<file path="config.mk">
export PLATFORM = sky130hd
export DESIGN_NAME = oam_scan_scheduler_flat
export DESIGN_NICKNAME = d
export VERILOG_FILES = /design/src/rtl/oam_scan_scheduler_if.sv /design/src/rtl/oam_scan_scheduler.sv /design/src/flat_wrapper.sv
export SDC_FILE = /design/constraint.sdc
export NUM_CORES = 1
export LEC_CHECK = 0
export ABC_AREA = 0
export CAP_MARGIN = 20
export CORE_MARGIN = 2
export CORE_UTILIZATION = 34
export CTS_CLUSTER_SIZE = 24
export DETAILED_ROUTE_END_ITERATION = 7
export PLACE_DENSITY = 0.9
export SYNTH_ARGS = -nofsm -noshare
export SYNTH_HDL_FRONTEND = slang
export SYNTH_SLANG_ARGS = --single-unit
</file>
<file path="constraint.sdc">
create_clock -name clk -period 8.58 [get_ports clk]
set_clock_uncertainty 0.05 [all_clocks]
set_input_delay 2.574 -clock clk [delete_from_list [all_inputs] [get_ports clk]]
set_output_delay 2.574 -clock clk [all_outputs]
set_load 0.01 [all_outputs]
</file>
<file path="src/rtl/oam_scan_scheduler_if.sv">
// ---------------------------------------------------------------------------
// oam_scan_scheduler_if
//   CPU/bus access channel into the OAM scan scheduler.
//   master modport : the bus side (issues requests, receives grant/read data)
//   slave  modport : the scheduler side (grants requests, returns read data)
//   Signals:
//     cpu_req    request, held by the master until cpu_gnt
//     cpu_we     1 = write, 0 = read
//     cpu_addr   OAM entry address
//     cpu_wdata  write data
//     cpu_gnt    request accepted this cycle
//     cpu_rdata  read data (valid with cpu_rvalid)
//     cpu_rvalid read data strobe, one cycle after a read grant
// ---------------------------------------------------------------------------
interface oam_scan_scheduler_if #(
    parameter int ADDR_W = 6
);
    logic              cpu_req;
    logic              cpu_we;
    logic [ADDR_W-1:0] cpu_addr;
    logic [31:0]       cpu_wdata;
    logic              cpu_gnt;
    logic [31:0]       cpu_rdata;
    logic              cpu_rvalid;

    modport master (
        output cpu_req, cpu_we, cpu_addr, cpu_wdata,
        input  cpu_gnt, cpu_rdata, cpu_rvalid
    );

    modport slave (
        input  cpu_req, cpu_we, cpu_addr, cpu_wdata,
        output cpu_gnt, cpu_rdata, cpu_rvalid
    );
endinterface

</file>
<file path="src/rtl/oam_scan_scheduler.sv">
// ---------------------------------------------------------------------------
// oam_scan_scheduler
//   Owns the single-port OAM RAM. When the beam reaches sx == H_ACTIVE it
//   scans all OAM_ENTRIES entries for the next visible line and streams them
//   to the line preparer; outside of a scan the CPU/bus gets the RAM.
//
//   Ports:
//     clk, reset       clock, synchronous active-high reset
//     sx, sy           beam position
//     cpu              CPU access channel (oam_scan_scheduler_if.slave)
//     oam_addr/we/wdata, oam_rdata
//                      OAM RAM port, read data has 1-cycle latency
//     scan_start       1-cycle pulse when a scan begins
//     scan_line        line being prepared
//     scan_valid/scan_index/scan_data
//                      streamed OAM entries
//     buffer_full      preparer requests an early end of the scan
//     scan_done        1-cycle pulse at the end of a scan
//     overrun          sticky: trigger seen while a scan was still running
//
//   Optional feature macro: OAM_CPU_READBACK_EN
//     defined   : CPU reads return data on cpu_rdata/cpu_rvalid
//     undefined : CPU reads are granted but cpu_rdata/cpu_rvalid stay 0
// ---------------------------------------------------------------------------
module oam_scan_scheduler #(
    parameter int OAM_ENTRIES = 64,
    parameter int ADDR_W      = 6,
    parameter int H_ACTIVE    = 640,
    parameter int V_ACTIVE    = 480,
    parameter int V_TOTAL     = 525
) (
    input  logic              clk,
    input  logic              reset,
    input  logic [9:0]        sx,
    input  logic [9:0]        sy,
    oam_scan_scheduler_if.slave cpu,
    output logic [ADDR_W-1:0] oam_addr,
    output logic              oam_we,
    output logic [31:0]       oam_wdata,
    input  logic [31:0]       oam_rdata,
    output logic              scan_start,
    output logic [9:0]        scan_line,
    output logic              scan_valid,
    output logic [ADDR_W-1:0] scan_index,
    output logic [31:0]       scan_data,
    input  logic              buffer_full,
    output logic              scan_done,
    output logic              overrun
);
    typedef enum logic [1:0] {IDLE, SCAN, DRAIN} state_t;

    localparam logic [ADDR_W-1:0] LAST_ADDR = ADDR_W'(OAM_ENTRIES - 1);

    state_t            state_reg;
    logic [ADDR_W-1:0] addr_reg;
    logic              scan_start_reg;
    logic [9:0]        scan_line_reg;
    logic              scan_valid_reg;
    logic [ADDR_W-1:0] scan_index_reg;
    logic              scan_done_reg;
    logic              overrun_reg;

    logic       trigger;
    logic       trigger_valid;
    logic [9:0] next_line;
    logic       cpu_gnt_int;

    assign trigger       = (sx == 10'(H_ACTIVE));
    assign next_line     = (sy == 10'(V_TOTAL - 1)) ? 10'd0 : sy + 10'd1;
    assign trigger_valid = trigger && (next_line < 10'(V_ACTIVE));

    // A scan trigger wins over the CPU in the same cycle; the grant is also
    // held off while reset is asserted so no write slips through.
    assign cpu_gnt_int = (state_reg == IDLE) && cpu.cpu_req && !trigger_valid && !reset;
    assign cpu.cpu_gnt = cpu_gnt_int;

    always_comb begin
        oam_addr  = '0;
        oam_we    = 1'b0;
        oam_wdata = '0;
        if (cpu_gnt_int) begin
            oam_addr  = cpu.cpu_addr;
            oam_we    = cpu.cpu_we;
            oam_wdata = cpu.cpu_wdata;
        end else if (state_reg == SCAN) begin
            oam_addr = addr_reg;
        end
    end

    always_ff @(posedge clk) begin
        if (reset) begin
            state_reg      <= IDLE;
            addr_reg       <= '0;
            scan_start_reg <= 1'b0;
            scan_line_reg  <= '0;
            scan_valid_reg <= 1'b0;
            scan_index_reg <= '0;
            scan_done_reg  <= 1'b0;
            overrun_reg    <= 1'b0;
        end else begin
            scan_start_reg <= 1'b0;
            scan_done_reg  <= 1'b0;
            scan_valid_reg <= 1'b0;
            if (state_reg != IDLE && trigger_valid) begin
                overrun_reg <= 1'b1;
            end
            case (state_reg)
                IDLE: begin
                    if (trigger_valid) begin
                        state_reg      <= SCAN;
                        scan_line_reg  <= next_line;
                        scan_start_reg <= 1'b1;
                        addr_reg       <= '0;
                    end
                end
                SCAN: begin
                    if (buffer_full) begin
                        // The read issued this cycle is dropped.
                        state_reg     <= IDLE;
                        scan_done_reg <= 1'b1;
                    end else begin
                        // Data for this address arrives next cycle.
                        scan_valid_reg <= 1'b1;
                        scan_index_reg <= addr_reg;
                        if (addr_reg == LAST_ADDR) begin
                            state_reg <= DRAIN;
                        end else begin
                            addr_reg <= addr_reg + 1'b1;
                        end
                    end
                end
                DRAIN: begin
                    // Last entry is on scan_data this cycle.
                    state_reg     <= IDLE;
                    scan_done_reg <= 1'b1;
                end
                default: state_reg <= IDLE;
            endcase
        end
    end

    assign scan_start = scan_start_reg;
    assign scan_line  = scan_line_reg;
    assign scan_valid = scan_valid_reg;
    assign scan_index = scan_index_reg;
    assign scan_data  = scan_valid_reg ? oam_rdata : 32'd0;
    assign scan_done  = scan_done_reg;
    assign overrun    = overrun_reg;

`ifdef OAM_CPU_READBACK_EN
    logic cpu_rvalid_reg;

    always_ff @(posedge clk) begin
        if (reset) begin
            cpu_rvalid_reg <= 1'b0;
        end else begin
            cpu_rvalid_reg <= cpu_gnt_int && !cpu.cpu_we;
        end
    end

    assign cpu.cpu_rvalid = cpu_rvalid_reg;
    assign cpu.cpu_rdata  = cpu_rvalid_reg ? oam_rdata : 32'd0;
`else
    assign cpu.cpu_rvalid = 1'b0;
    assign cpu.cpu_rdata  = 32'd0;
`endif

endmodule

</file>
<file path="src/flat_wrapper.sv">
// flat-port wrapper written by rule: the top's interface ports become plain ports
module oam_scan_scheduler_flat 
#(
    parameter int OAM_ENTRIES = 64,
    parameter int ADDR_W      = 6,
    parameter int H_ACTIVE    = 640,
    parameter int V_ACTIVE    = 480,
    parameter int V_TOTAL     = 525
)
  (clk, reset, sx, sy, oam_addr, oam_we, oam_wdata, oam_rdata, scan_start, scan_line, scan_valid, scan_index, scan_data, buffer_full, scan_done, overrun, cpu_cpu_req, cpu_cpu_we, cpu_cpu_addr, cpu_cpu_wdata, cpu_cpu_gnt, cpu_cpu_rdata, cpu_cpu_rvalid);
  oam_scan_scheduler_if #(.ADDR_W(ADDR_W)) cpu_i ();
  input  logic clk;
  input  logic reset;
  input  logic [9:0] sx;
  input  logic [9:0] sy;
  output logic [ADDR_W-1:0] oam_addr;
  output logic oam_we;
  output logic [31:0] oam_wdata;
  input  logic [31:0] oam_rdata;
  output logic scan_start;
  output logic [9:0] scan_line;
  output logic scan_valid;
  output logic [ADDR_W-1:0] scan_index;
  output logic [31:0] scan_data;
  input  logic buffer_full;
  output logic scan_done;
  output logic overrun;
  input wire logic [$bits(cpu_i.cpu_req)-1:0] cpu_cpu_req;
  input wire logic [$bits(cpu_i.cpu_we)-1:0] cpu_cpu_we;
  input wire logic [$bits(cpu_i.cpu_addr)-1:0] cpu_cpu_addr;
  input wire logic [$bits(cpu_i.cpu_wdata)-1:0] cpu_cpu_wdata;
  output wire logic [$bits(cpu_i.cpu_gnt)-1:0] cpu_cpu_gnt;
  output wire logic [$bits(cpu_i.cpu_rdata)-1:0] cpu_cpu_rdata;
  output wire logic [$bits(cpu_i.cpu_rvalid)-1:0] cpu_cpu_rvalid;
  assign cpu_i.cpu_req = cpu_cpu_req;
  assign cpu_i.cpu_we = cpu_cpu_we;
  assign cpu_i.cpu_addr = cpu_cpu_addr;
  assign cpu_i.cpu_wdata = cpu_cpu_wdata;
  assign cpu_cpu_gnt = cpu_i.cpu_gnt;
  assign cpu_cpu_rdata = cpu_i.cpu_rdata;
  assign cpu_cpu_rvalid = cpu_i.cpu_rvalid;
  oam_scan_scheduler #(.OAM_ENTRIES(OAM_ENTRIES), .ADDR_W(ADDR_W), .H_ACTIVE(H_ACTIVE), .V_ACTIVE(V_ACTIVE), .V_TOTAL(V_TOTAL)) u_core (.clk(clk), .reset(reset), .sx(sx), .sy(sy), .cpu(cpu_i), .oam_addr(oam_addr), .oam_we(oam_we), .oam_wdata(oam_wdata), .oam_rdata(oam_rdata), .scan_start(scan_start), .scan_line(scan_line), .scan_valid(scan_valid), .scan_index(scan_index), .scan_data(scan_data), .buffer_full(buffer_full), .scan_done(scan_done), .overrun(overrun));
endmodule
</file>
=== Word-level counts from Yosys, hierarchy flattened ===
Cells that the tools add are included.

* Register bits after elaboration: 28
* Word-level logic and storage cells: 57

* Add/sub/neg operators: 2
* Magnitude comparators: 1
* Equal/unequal tests: 9
* Mux-type cells: 18
* Bitwise operators: 3
* Reductions and logical operators: 16

{| class="wikitable"
|+ Operators with widths
! cell !! count
|-
| $mux 32 || 2
|-
| $mux 6 || 5
|-
| $eq 10x10->1 const B || 2
|-
| $pmux 6 s2 || 1
|-
| $add 10x1->10 const B || 1
|-
| $lt 10x9->1 const B || 1
|-
| $mux 10 || 1
|-
| $add 6x1->6 const B || 1
|-
| $eq 6x6->1 const B || 1
|-
| $mux 2 || 3
|-
| $reduce_and 2->1 || 3
|-
| $logic_and 1x1->1 || 5
|-
| $mux 1 || 4
|-
| $ne 2x2->1 const B || 2
|-
| $pmux 2 s2 || 1
|-
| $reduce_and 4->1 || 1
|-
| $reduce_bool 2->1 || 2
|-
| $reduce_or 2->1 || 2
|-
| $ne 3x3->1 const B || 1
|-
| $not 1->1 || 3
|-
| $eq 2x1->1 const B || 1
|-
| $eq 2x2->1 const B || 1
|-
| $logic_not 1->1 || 2
|-
| $logic_not 2->1 || 1
|-
| other kinds (2) || 2
|}

=== Logic depth before layout (Yosys ltp) ===
Gate-level depths: netlist of the first run.

* Depth in word-level cells: 8
* Depth in mapped cells: 9
* Mapped depth without buffers: 8

=== Worst setup path after synthesis of the first run ===
Ideal clock, no wire load.

* Kind: input -> output
* Start: in sy[6]
* End: out oam_addr[2]
* Data arrival time: 4367 ps
* Data required time: 5956 ps
* Setup slack: 1589 ps
* Stages: 8
* Path through: buf_4 nand4b_1 and4bb_2 o41ai_4 a31oi_4 nor3_4 buf_6 mux2_4

* Cells in the longest elaborated chain, start to end: 8
* Elaborated cells between the ends (all ways): 9

{| class="wikitable"
|+ Ends and longest elaborated chain
! what !! RTL line !! source
|-
| start: declaration || flat_wrapper.sv:15 || <nowiki>input logic [9:0] sy;</nowiki>
|-
| $add 10x1->10 / $eq 10x10->1 (equally long branches) || oam_scan_scheduler.sv:69 || <nowiki>assign next_line = (sy == 10'(V_TOTAL - 1)) ? 10'd0 : sy + 10'd1;</nowiki>
|-
| $mux 10 * || oam_scan_scheduler.sv:69 ||
|-
| $lt 10x9->1 * || oam_scan_scheduler.sv:70 || <nowiki>assign trigger_valid = trigger && (next_line < 10'(V_ACTIVE));</nowiki>
|-
| $logic_and 1x1->1 * || oam_scan_scheduler.sv:70 ||
|-
| $logic_not 1->1 * || oam_scan_scheduler.sv:74 || <nowiki>assign cpu_gnt_int = (state_reg == IDLE) && cpu.cpu_req && !trigger_valid && !reset;</nowiki>
|-
| $logic_and 1x1->1 * (2 in series) || oam_scan_scheduler.sv:74 ||
|-
| $mux 6 * || oam_scan_scheduler.sv:81 || <nowiki>if (cpu_gnt_int) begin</nowiki>
|-
| end: declaration || flat_wrapper.sv:16 || <nowiki>output logic [ADDR_W-1:0] oam_addr;</nowiki>
|}

Every way passes the cells marked *; elsewhere a longest branch is shown, timed or not.

=== Worst setup path after layout of the first run ===
* Start: in sy[0]
* End: out oam_addr[5]

Same word-level chain as after synthesis.

==> results.sh, run 1 <==
export IMPL_core_area_mm2=0.00679
export IMPL_p_seq_frac=0.432
export IMPL_maxSlewHeadroom=0.499
export IMPL_routabilityCongestion=0.900
export IMPL_cts_max_path_buffers=2
export IMPL_clock_sinks=28
export IMPL_startpoint="sy[0]"
export IMPL_initial_core_util=0.351
export IMPL_worstHoldEndpoint="u_core.scan_index[1]$_SDFFE_PP0P_"
export IMPL_r2r_start="u_core.state_reg[1]$_SDFFE_PP0P_"
export IMPL_clkTransAtPathRegs_ns=0.09
export IMPL_areaGrowthSynthToFinish_pct=77.3
export IMPL_cts_htree_levels=1
export IMPL_post_place_cells=573
export IMPL_p_int_mw=0.223
export IMPL_cts_hold_buffers=0
export IMPL_place_worst_setup_slack_ns=0.432
export IMPL_ir_drop_v=0.0000641
export IMPL_clock_latency_ns=0.27
export IMPL_cp_max_fo=10
export IMPL_ant_nets=0
export IMPL_r2r_end="u_core.addr_reg[0]$_SDFFE_PP0P_"
export IMPL_rows=30
export IMPL_ios=220
export IMPL_yosys_register_bits=28
export IMPL_end_kind="output pin"
export IMPL_timing_final_crit_share=0.952
export IMPL_switching_share=0.260
export IMPL_r2r_cells=6
export IMPL_port_buffers=186
export IMPL_dieWidth_um=87.8
export IMPL_worstSetupPathType="input pin to output pin"
export IMPL_fillCellCount=591
export IMPL_clockPowerShare=0.238
export IMPL_maxCapViolCount=0
export IMPL_grt_overflow_total=0
export IMPL_via_per_inst=4.57
export IMPL_fin_ws_ns=0.412
export IMPL_grt_pass1_wl_mm=11.6
export IMPL_power_per_cell_area_mw_per_mm2=71.3
export IMPL_synth_edf_count=0
export IMPL_cts_made_buffers=3
export IMPL_post_route_min_period_ns=8.17
export IMPL_hpwl_mm=6.65
export IMPL_instances_no_fill=576
export IMPL_hold_viol_final=0
export IMPL_fmax_mhz=122
export IMPL_worst_ep_arrival_time_ns=5.54
export IMPL_p_switching_mw=0.0785
export IMPL_die_y_um=87.8
export IMPL_start_kind="input pin"
export IMPL_hp_class="register to register"
export IMPL_ys_flop_type="dfxtp_1"
export IMPL_synthCells=305
export IMPL_cts_resized=0
export IMPL_largest_reg_flops=10
export IMPL_detail_route_first_pass_iterations=4
export IMPL_drt_iter0_markers=101
export IMPL_syn_avg_cell_area_um2=7.82
export IMPL_holdCritStartpoint="u_core.scan_index[1]$_SDFFE_PP0P_"
export IMPL_whs_path_depth=2
export IMPL_grt_setup_unrepaired="false"
export IMPL_cts_tree="built"
export IMPL_antenna_cells=0
export IMPL_ys_warn_count=0
export IMPL_timing_reg2reg_setup_slack_ns=6.30
export IMPL_slew_viol_final=0
export IMPL_grt_max_degree=34
export IMPL_track_usage=0.186
export IMPL_postCtsSetupBuffers=0
export IMPL_drcViolationCount=0
export IMPL_setup_tns_ns=0
export IMPL_drt_total_wl_mm=7.96
export IMPL_ys_types=52
export IMPL_seq_area_frac_synth=0.235
export IMPL_cts_root_buffer="clkbuf_8"
export IMPL_synthArstFlopShare=0
export IMPL_layout_nets=583
export IMPL_grt_pass1_vias=2387
export IMPL_setup_viol=0
export IMPL_worst_slew_pin_transition_ns=0.752
export IMPL_power_leakage_nw=1.61
export IMPL_num_vias=2634
export IMPL_syn_area_mm2=0.00238
export IMPL_p_comb_frac=0.330
export IMPL_cp_required_ns=5.96
export IMPL_drt_wirelength_per_cell_um=13.8
export IMPL_design_die_area_mm2=0.00770
export IMPL_post_route_cells_drive_above_1_share=0.0438
export IMPL_status="finished, final reports clean"
export IMPL_antenna_found_initial=0
export IMPL_design_area_mm2=0.00423
export IMPL_hold_slack_ns=0.410
export IMPL_place_area_mm2=0.00419
power groups by stage:
| stage | Combinational [mW] | Sequential [mW] | Clock (mW) |
|---|---|---|---|
| 6_report | 0.0994 | 0.130 | 0.0718 |
| 5_1_grt | 0.107 | 0.130 | 0.0780 |
| 4_1_cts | 0.0995 | 0.130 | 0.0744 |
| 3_5_place_dp | 0.0990 | 0.133 | 0 |
| 3_3_place_gp | 0.0976 | 0.133 | 0 |
| 2_1_floorplan | 0.0472 | 0.133 | 0 |
stage by stage:
stage | power, mW | utilization
2_1_floorplan | 0.181 | -
3_3_place_gp | 0.231 | 0.616
3_5_place_dp | 0.232 | 0.616
4_1_cts | 0.304 | 0.622
5_1_grt | 0.315 | 0.622
6_report | 0.301 | 0.622
worst max-delay path: stages:
cell and delay (ns):
clkdlybuf4s50_1 0.54, inv_1 0.08, ha_1 0.20, and4bb_2 0.27, o41ai_4 0.56, a31oi_4 0.10, nor3_4 0.20, buf_4 0.22
mux2i_1 0.22, clkdlybuf4s50_1 0.58
cells by family after synthesis:
kind of cell | after synthesis | share of synthesized area
other | 1 | 0.00157
adder cells (fa/ha/maj) | 6 | 0.0315
buffers and inverters | 64 | 0.162
AO/OA/AOI/OAI | 41 | 0.144
flip-flops | 28 | 0.235
multiplexers | 8 | 0.0362
AND/OR/NAND/NOR | 149 | 0.360
XOR/XNOR | 8 | 0.0294
Yosys cell counts, types with 2 or more instances:
library cell   n  area (um^2)
and2_1        66          413
buf_4         35          263
dfxtp_1       28          561
nand2_1       22         82.6
nor2_1        15         56.3
inv_1         13         48.8
a21oi_1       12         60.1
nand3_1       12         60.1
clkbuf_1       8         30.0
a211oi_1       7         52.6
ha_1           6         75.1
mux2i_1        6         60.1
nand2b_1       6         37.5
xnor2_1        5         43.8
nor3_1         4         20.0
nor3b_1        4         30.0
a211o_1        3         26.3
and3_1         3         18.8
buf_2          3         15.0
clkbuf_2       3         15.0
nor4b_1        3         26.3
o21ai_0        3         15.0
o21ai_1        3         15.0
xor2_1         3         26.3
and4_1         2         17.5
nand4_1        2         12.5
nor2b_1        2         12.5
nor4_1         2         12.5
per-layer routing:
layer,track usage,part of all wire
met5,0,0
met4,0.0462,0.016
met3,0.0443,0.076
met2,0.360,0.54
met1,0.201,0.37
worst max path at each step:
stage,endpoint,slack [ns],cells past startpoint
6_report,oam_addr[5],0.41,10
5_1_grt,oam_addr[5],0.23,10
4_1_cts,oam_addr[2],0.42,10
3_5_place_dp,oam_addr[2],0.43,10
3_3_place_gp,oam_addr[2],0.52,10
2_1_floorplan,oam_addr[2],1.59,8
area by class of cell:
class                   count  area, um^2  area share
repair buffers            191        1900       0.449
clock buffers               3        41.3     0.00977
well taps                  96         120      0.0284
inverters                  13        48.8      0.0115
flip-flops and latches     28         561       0.133
multi-input cells         245        1560       0.368
layout by cell type (no fill, tap or decap), types with 2 or more instances in the layout:
| master | Yosys | layout |
|---|---|---|
| o21ai_1 | 3 | 3 |
| nor4b_1 | 3 | 3 |
| nand2b_1 | 6 | 6 |
| and4_1 | 2 | 2 |
| o21ai_0 | 3 | 3 |
| xor2_1 | 3 | 3 |
| mux2i_1 | 6 | 6 |
| and3_1 | 3 | 3 |
| a21oi_1 | 12 | 12 |
| nor3_1 | 4 | 4 |
| nand3_1 | 12 | 12 |
| buf_4 | 35 | 5 |
| clkbuf_8 | 0 | 3 |
| and2_1 | 66 | 66 |
| nor4_1 | 2 | 2 |
| ha_1 | 6 | 6 |
| a211oi_1 | 7 | 7 |
| xnor2_1 | 5 | 5 |
| nor3b_1 | 4 | 4 |
| dfxtp_1 | 28 | 28 |
| conb_1 | 1 | 33 |
| nand4_1 | 2 | 2 |
| nand2_1 | 22 | 22 |
| nor2b_1 | 2 | 2 |
| clkdlybuf4s50_1 | 0 | 186 |
| nor2_1 | 15 | 15 |
| a211o_1 | 3 | 3 |
| inv_1 | 13 | 13 |
No activity file was read; power rests on OpenSTA's default activity.
==> run 2: changes to the inputs <==
--- a/config.mk
+++ b/config.mk
@@ -9,6 +9,7 @@
 export CAP_MARGIN = 20
 export CORE_MARGIN = 2
 export CORE_UTILIZATION = 34
+export CTS_CLUSTER_DIAMETER = 120
 export CTS_CLUSTER_SIZE = 24
 export DETAILED_ROUTE_END_ITERATION = 7
 export PLACE_DENSITY = 0.9
==> results of run 2 <==
The final DEF is identical to that of run 1; final timing and power are the same.
==> run 3: changes to the inputs <==
--- a/config.mk
+++ b/config.mk
@@ -6,6 +6,7 @@
 export NUM_CORES = 1
 export LEC_CHECK = 0
 export ABC_AREA = 0
+export ABC_CLOCK_PERIOD_IN_PS = 8580
 export CAP_MARGIN = 20
 export CORE_MARGIN = 2
 export CORE_UTILIZATION = 34
@@ -13,6 +14,7 @@
 export CTS_CLUSTER_SIZE = 24
 export DETAILED_ROUTE_END_ITERATION = 7
 export PLACE_DENSITY = 0.9
+export REMOVE_ABC_BUFFERS = 1
 export SYNTH_ARGS = -nofsm -noshare
 export SYNTH_HDL_FRONTEND = slang
 export SYNTH_SLANG_ARGS = --single-unit
==> run 3 against run 2 <==
Effect of this change:
- first-iteration DRC count grew 19%
- die area did not move
- utilization grew 0.074 points
- critical path depth stayed put
- sequential power about the same
- sequential share of layout area about the same
- setup slack worse by 0.010 ns
- total power up 0.68%
- final cell count decreased by 0.17%
- wire length is 4.9% lower
- clock power grew 2%
- global-route usage fell by 0.66 points
- largest power group unchanged
==> results.sh, run 3 (synthesis gave the netlist of run 1 again) <==
export IMPL_setup_tns_ns=0
export IMPL_antenna_found_initial=0
export IMPL_r2r_start="u_core.state_reg[1]$_SDFFE_PP0P_"
export IMPL_grt_pass1_wl_mm=11.2
export IMPL_num_vias=2608
export IMPL_startpoint="sy[0]"
export IMPL_drt_iter0_markers=120
export IMPL_maxCapViolCount=0
export IMPL_rows=30
export IMPL_cp_required_ns=5.96
export IMPL_clock_sinks=28
export IMPL_hpwl_mm=6.35
export IMPL_track_usage=0.179
export IMPL_worst_ep_arrival_time_ns=5.55
export IMPL_final_cell_mix="186 x clkdlybuf4s50_1, 66 x and2_1, 33 x conb_1, 28 x dfxtp_1, 22 x nand2_1"
export IMPL_hold_viol_final=0
export IMPL_holdCritStartpoint="u_core.scan_index[3]$_SDFFE_PP0P_"
export IMPL_maxSlewHeadroom=0.499
export IMPL_final_common_cell="clkdlybuf4s50_1"
export IMPL_whs_path_depth=2
export IMPL_grt_overflow_total=0
export IMPL_timing_final_crit_share=0.953
export IMPL_start_kind="input pin"
export IMPL_post_route_min_period_ns=8.18
export IMPL_core_area_mm2=0.00679
export IMPL_fillCellCount=597
export IMPL_design_die_area_mm2=0.00770
export IMPL_slew_viol_final=0
export IMPL_path_cells="clkdlybuf4s50_1 -> inv_1 -> ha_1 -> and4bb_2 -> o41ai_4 -> a31oi_4 -> nor3_4 -> buf_12 -> mux2_4 -> clkdlybuf4s50_1"
export IMPL_clock_latency_ns=0.28
export IMPL_postCtsSetupBuffers=0
export IMPL_grt_max_degree=41
export IMPL_post_route_cells_drive_above_1_share=0.0418
export IMPL_layout_nets=582
export IMPL_end_kind="output pin"
export IMPL_clockPowerShare=0.242
export IMPL_detail_route_first_pass_iterations=4
export IMPL_cts_tree="built"
export IMPL_p_int_mw=0.223
export IMPL_largest_reg_flops=10
export IMPL_multi_input_comb_area_mm2=0.00156
export IMPL_total_power_mw=0.304
export IMPL_drt_wirelength_per_cell_um=13.2
export IMPL_initial_core_util=0.351
export IMPL_grt_setup_unrepaired="false"
export IMPL_hold_slack_ns=0.412
export IMPL_p_seq_frac=0.429
export IMPL_routabilityCongestion=0.846
export IMPL_hp_class="register to register"
export IMPL_dieWidth_um=87.8
export IMPL_drt_total_wl_mm=7.57
export IMPL_setup_viol=0
export IMPL_worstHoldEndpoint="u_core.scan_index[3]$_SDFFE_PP0P_"
export IMPL_power_leakage_nw=1.61
export IMPL_place_area_mm2=0.00419
export IMPL_clkTransAtPathRegs_ns=0.10
export IMPL_cts_root_buffer="clkbuf_8"
export IMPL_r2r_cells=6
export IMPL_cts_resized=0
export IMPL_worstSetupPathType="input pin to output pin"
export IMPL_antenna_cells=0
export IMPL_slowest_delay_ns=0.56
export IMPL_p_comb_frac=0.329
export IMPL_p_switching_mw=0.0802
export IMPL_status="finished, final reports clean"
export IMPL_ir_drop_v=0.0000615
export IMPL_drcViolationCount=0
export IMPL_port_buffers=186
export IMPL_cts_hold_buffers=0
export IMPL_ios=220
export IMPL_regArea_um2=561
export IMPL_design_area_mm2=0.00423
export IMPL_cts_made_buffers=3
export IMPL_ant_nets=0
export IMPL_r2r_end="u_core.addr_reg[3]$_SDFFE_PP0P_"
export IMPL_via_per_inst=4.54
export IMPL_cts_htree_levels=1
export IMPL_timing_reg2reg_setup_slack_ns=6.28
export IMPL_cts_max_path_buffers=2
export IMPL_power_per_cell_area_mw_per_mm2=71.7
export IMPL_cp_max_fo=40
export IMPL_die_y_um=87.8
export IMPL_areaGrowthSynthToFinish_pct=77.5
export IMPL_switching_share=0.264
export IMPL_cp_slowest_cell="clkdlybuf4s50_1"
export IMPL_grt_pass1_vias=2316
export IMPL_path_common_cell="clkdlybuf4s50_1"
export IMPL_worst_slew_pin_transition_ns=0.751
export IMPL_fmax_mhz=122
## run 3: changes by cell type in the layout (fill, tap and decap cells not counted), sizes merged
cell | before | now
buf | 5 | 4
## run 3: cell type report
cell class,count,share of cell area
Tap cell,96,0.0284
Clock buffer,3,0.00975
Timing Repair Buffer,190,0.450
Sequential cell,28,0.132
Multi-Input combinational cell,245,0.368
Inverter,13,0.0115
## run 3: worst max-delay path by stage
stage / cells past startpoint / endpoint
2_1_floorplan: 7 / oam_addr[2]
3_3_place_gp: 10 / oam_addr[2]
3_5_place_dp: 10 / oam_addr[2]
4_1_cts: 10 / oam_addr[2]
5_1_grt: 10 / oam_addr[0]
6_report: 10 / oam_addr[2]
## run 3: worst max-delay path, delay by kind of cell
family,cells,cell delay [ns]
buf+inv,4,1.33
simple gates,2,0.50
fa+ha+maj,1,0.19
compound gates,2,0.65
mux,1,0.31
## run 3: per-layer routing
| metal | vias up | GRT usage | wire [um] |
|---|---|---|---|
| met4 | 0 | 0.0392 | 98 |
| met1 | 1178 | 0.204 | 2960 |
| met5 | - | 0 | 0 |
| met2 | 108 | 0.341 | 4000 |
| met3 | 11 | 0.0377 | 503 |
| li1 | 1311 | - | - |
## run 3: through the flow
stage	worst slack, ns	std cells	util
2_1_floorplan	1.20	286	-
3_3_place_gp	0.484	572	0.617
3_5_place_dp	0.388	572	0.617
4_1_cts	0.381	575	0.623
5_1_grt	0.201	575	0.623
6_report	0.401	575	0.623
## run 3: power groups by stage
stage	sequential, mW	combinational, mW	clock [mW]
global placement	0.133	0.0971	0
finish	0.130	0.0998	0.0734
CTS	0.130	0.0998	0.0742
global route	0.130	0.107	0.0794
floorplan	0.133	0.0303	0
detailed placement	0.133	0.0996	0
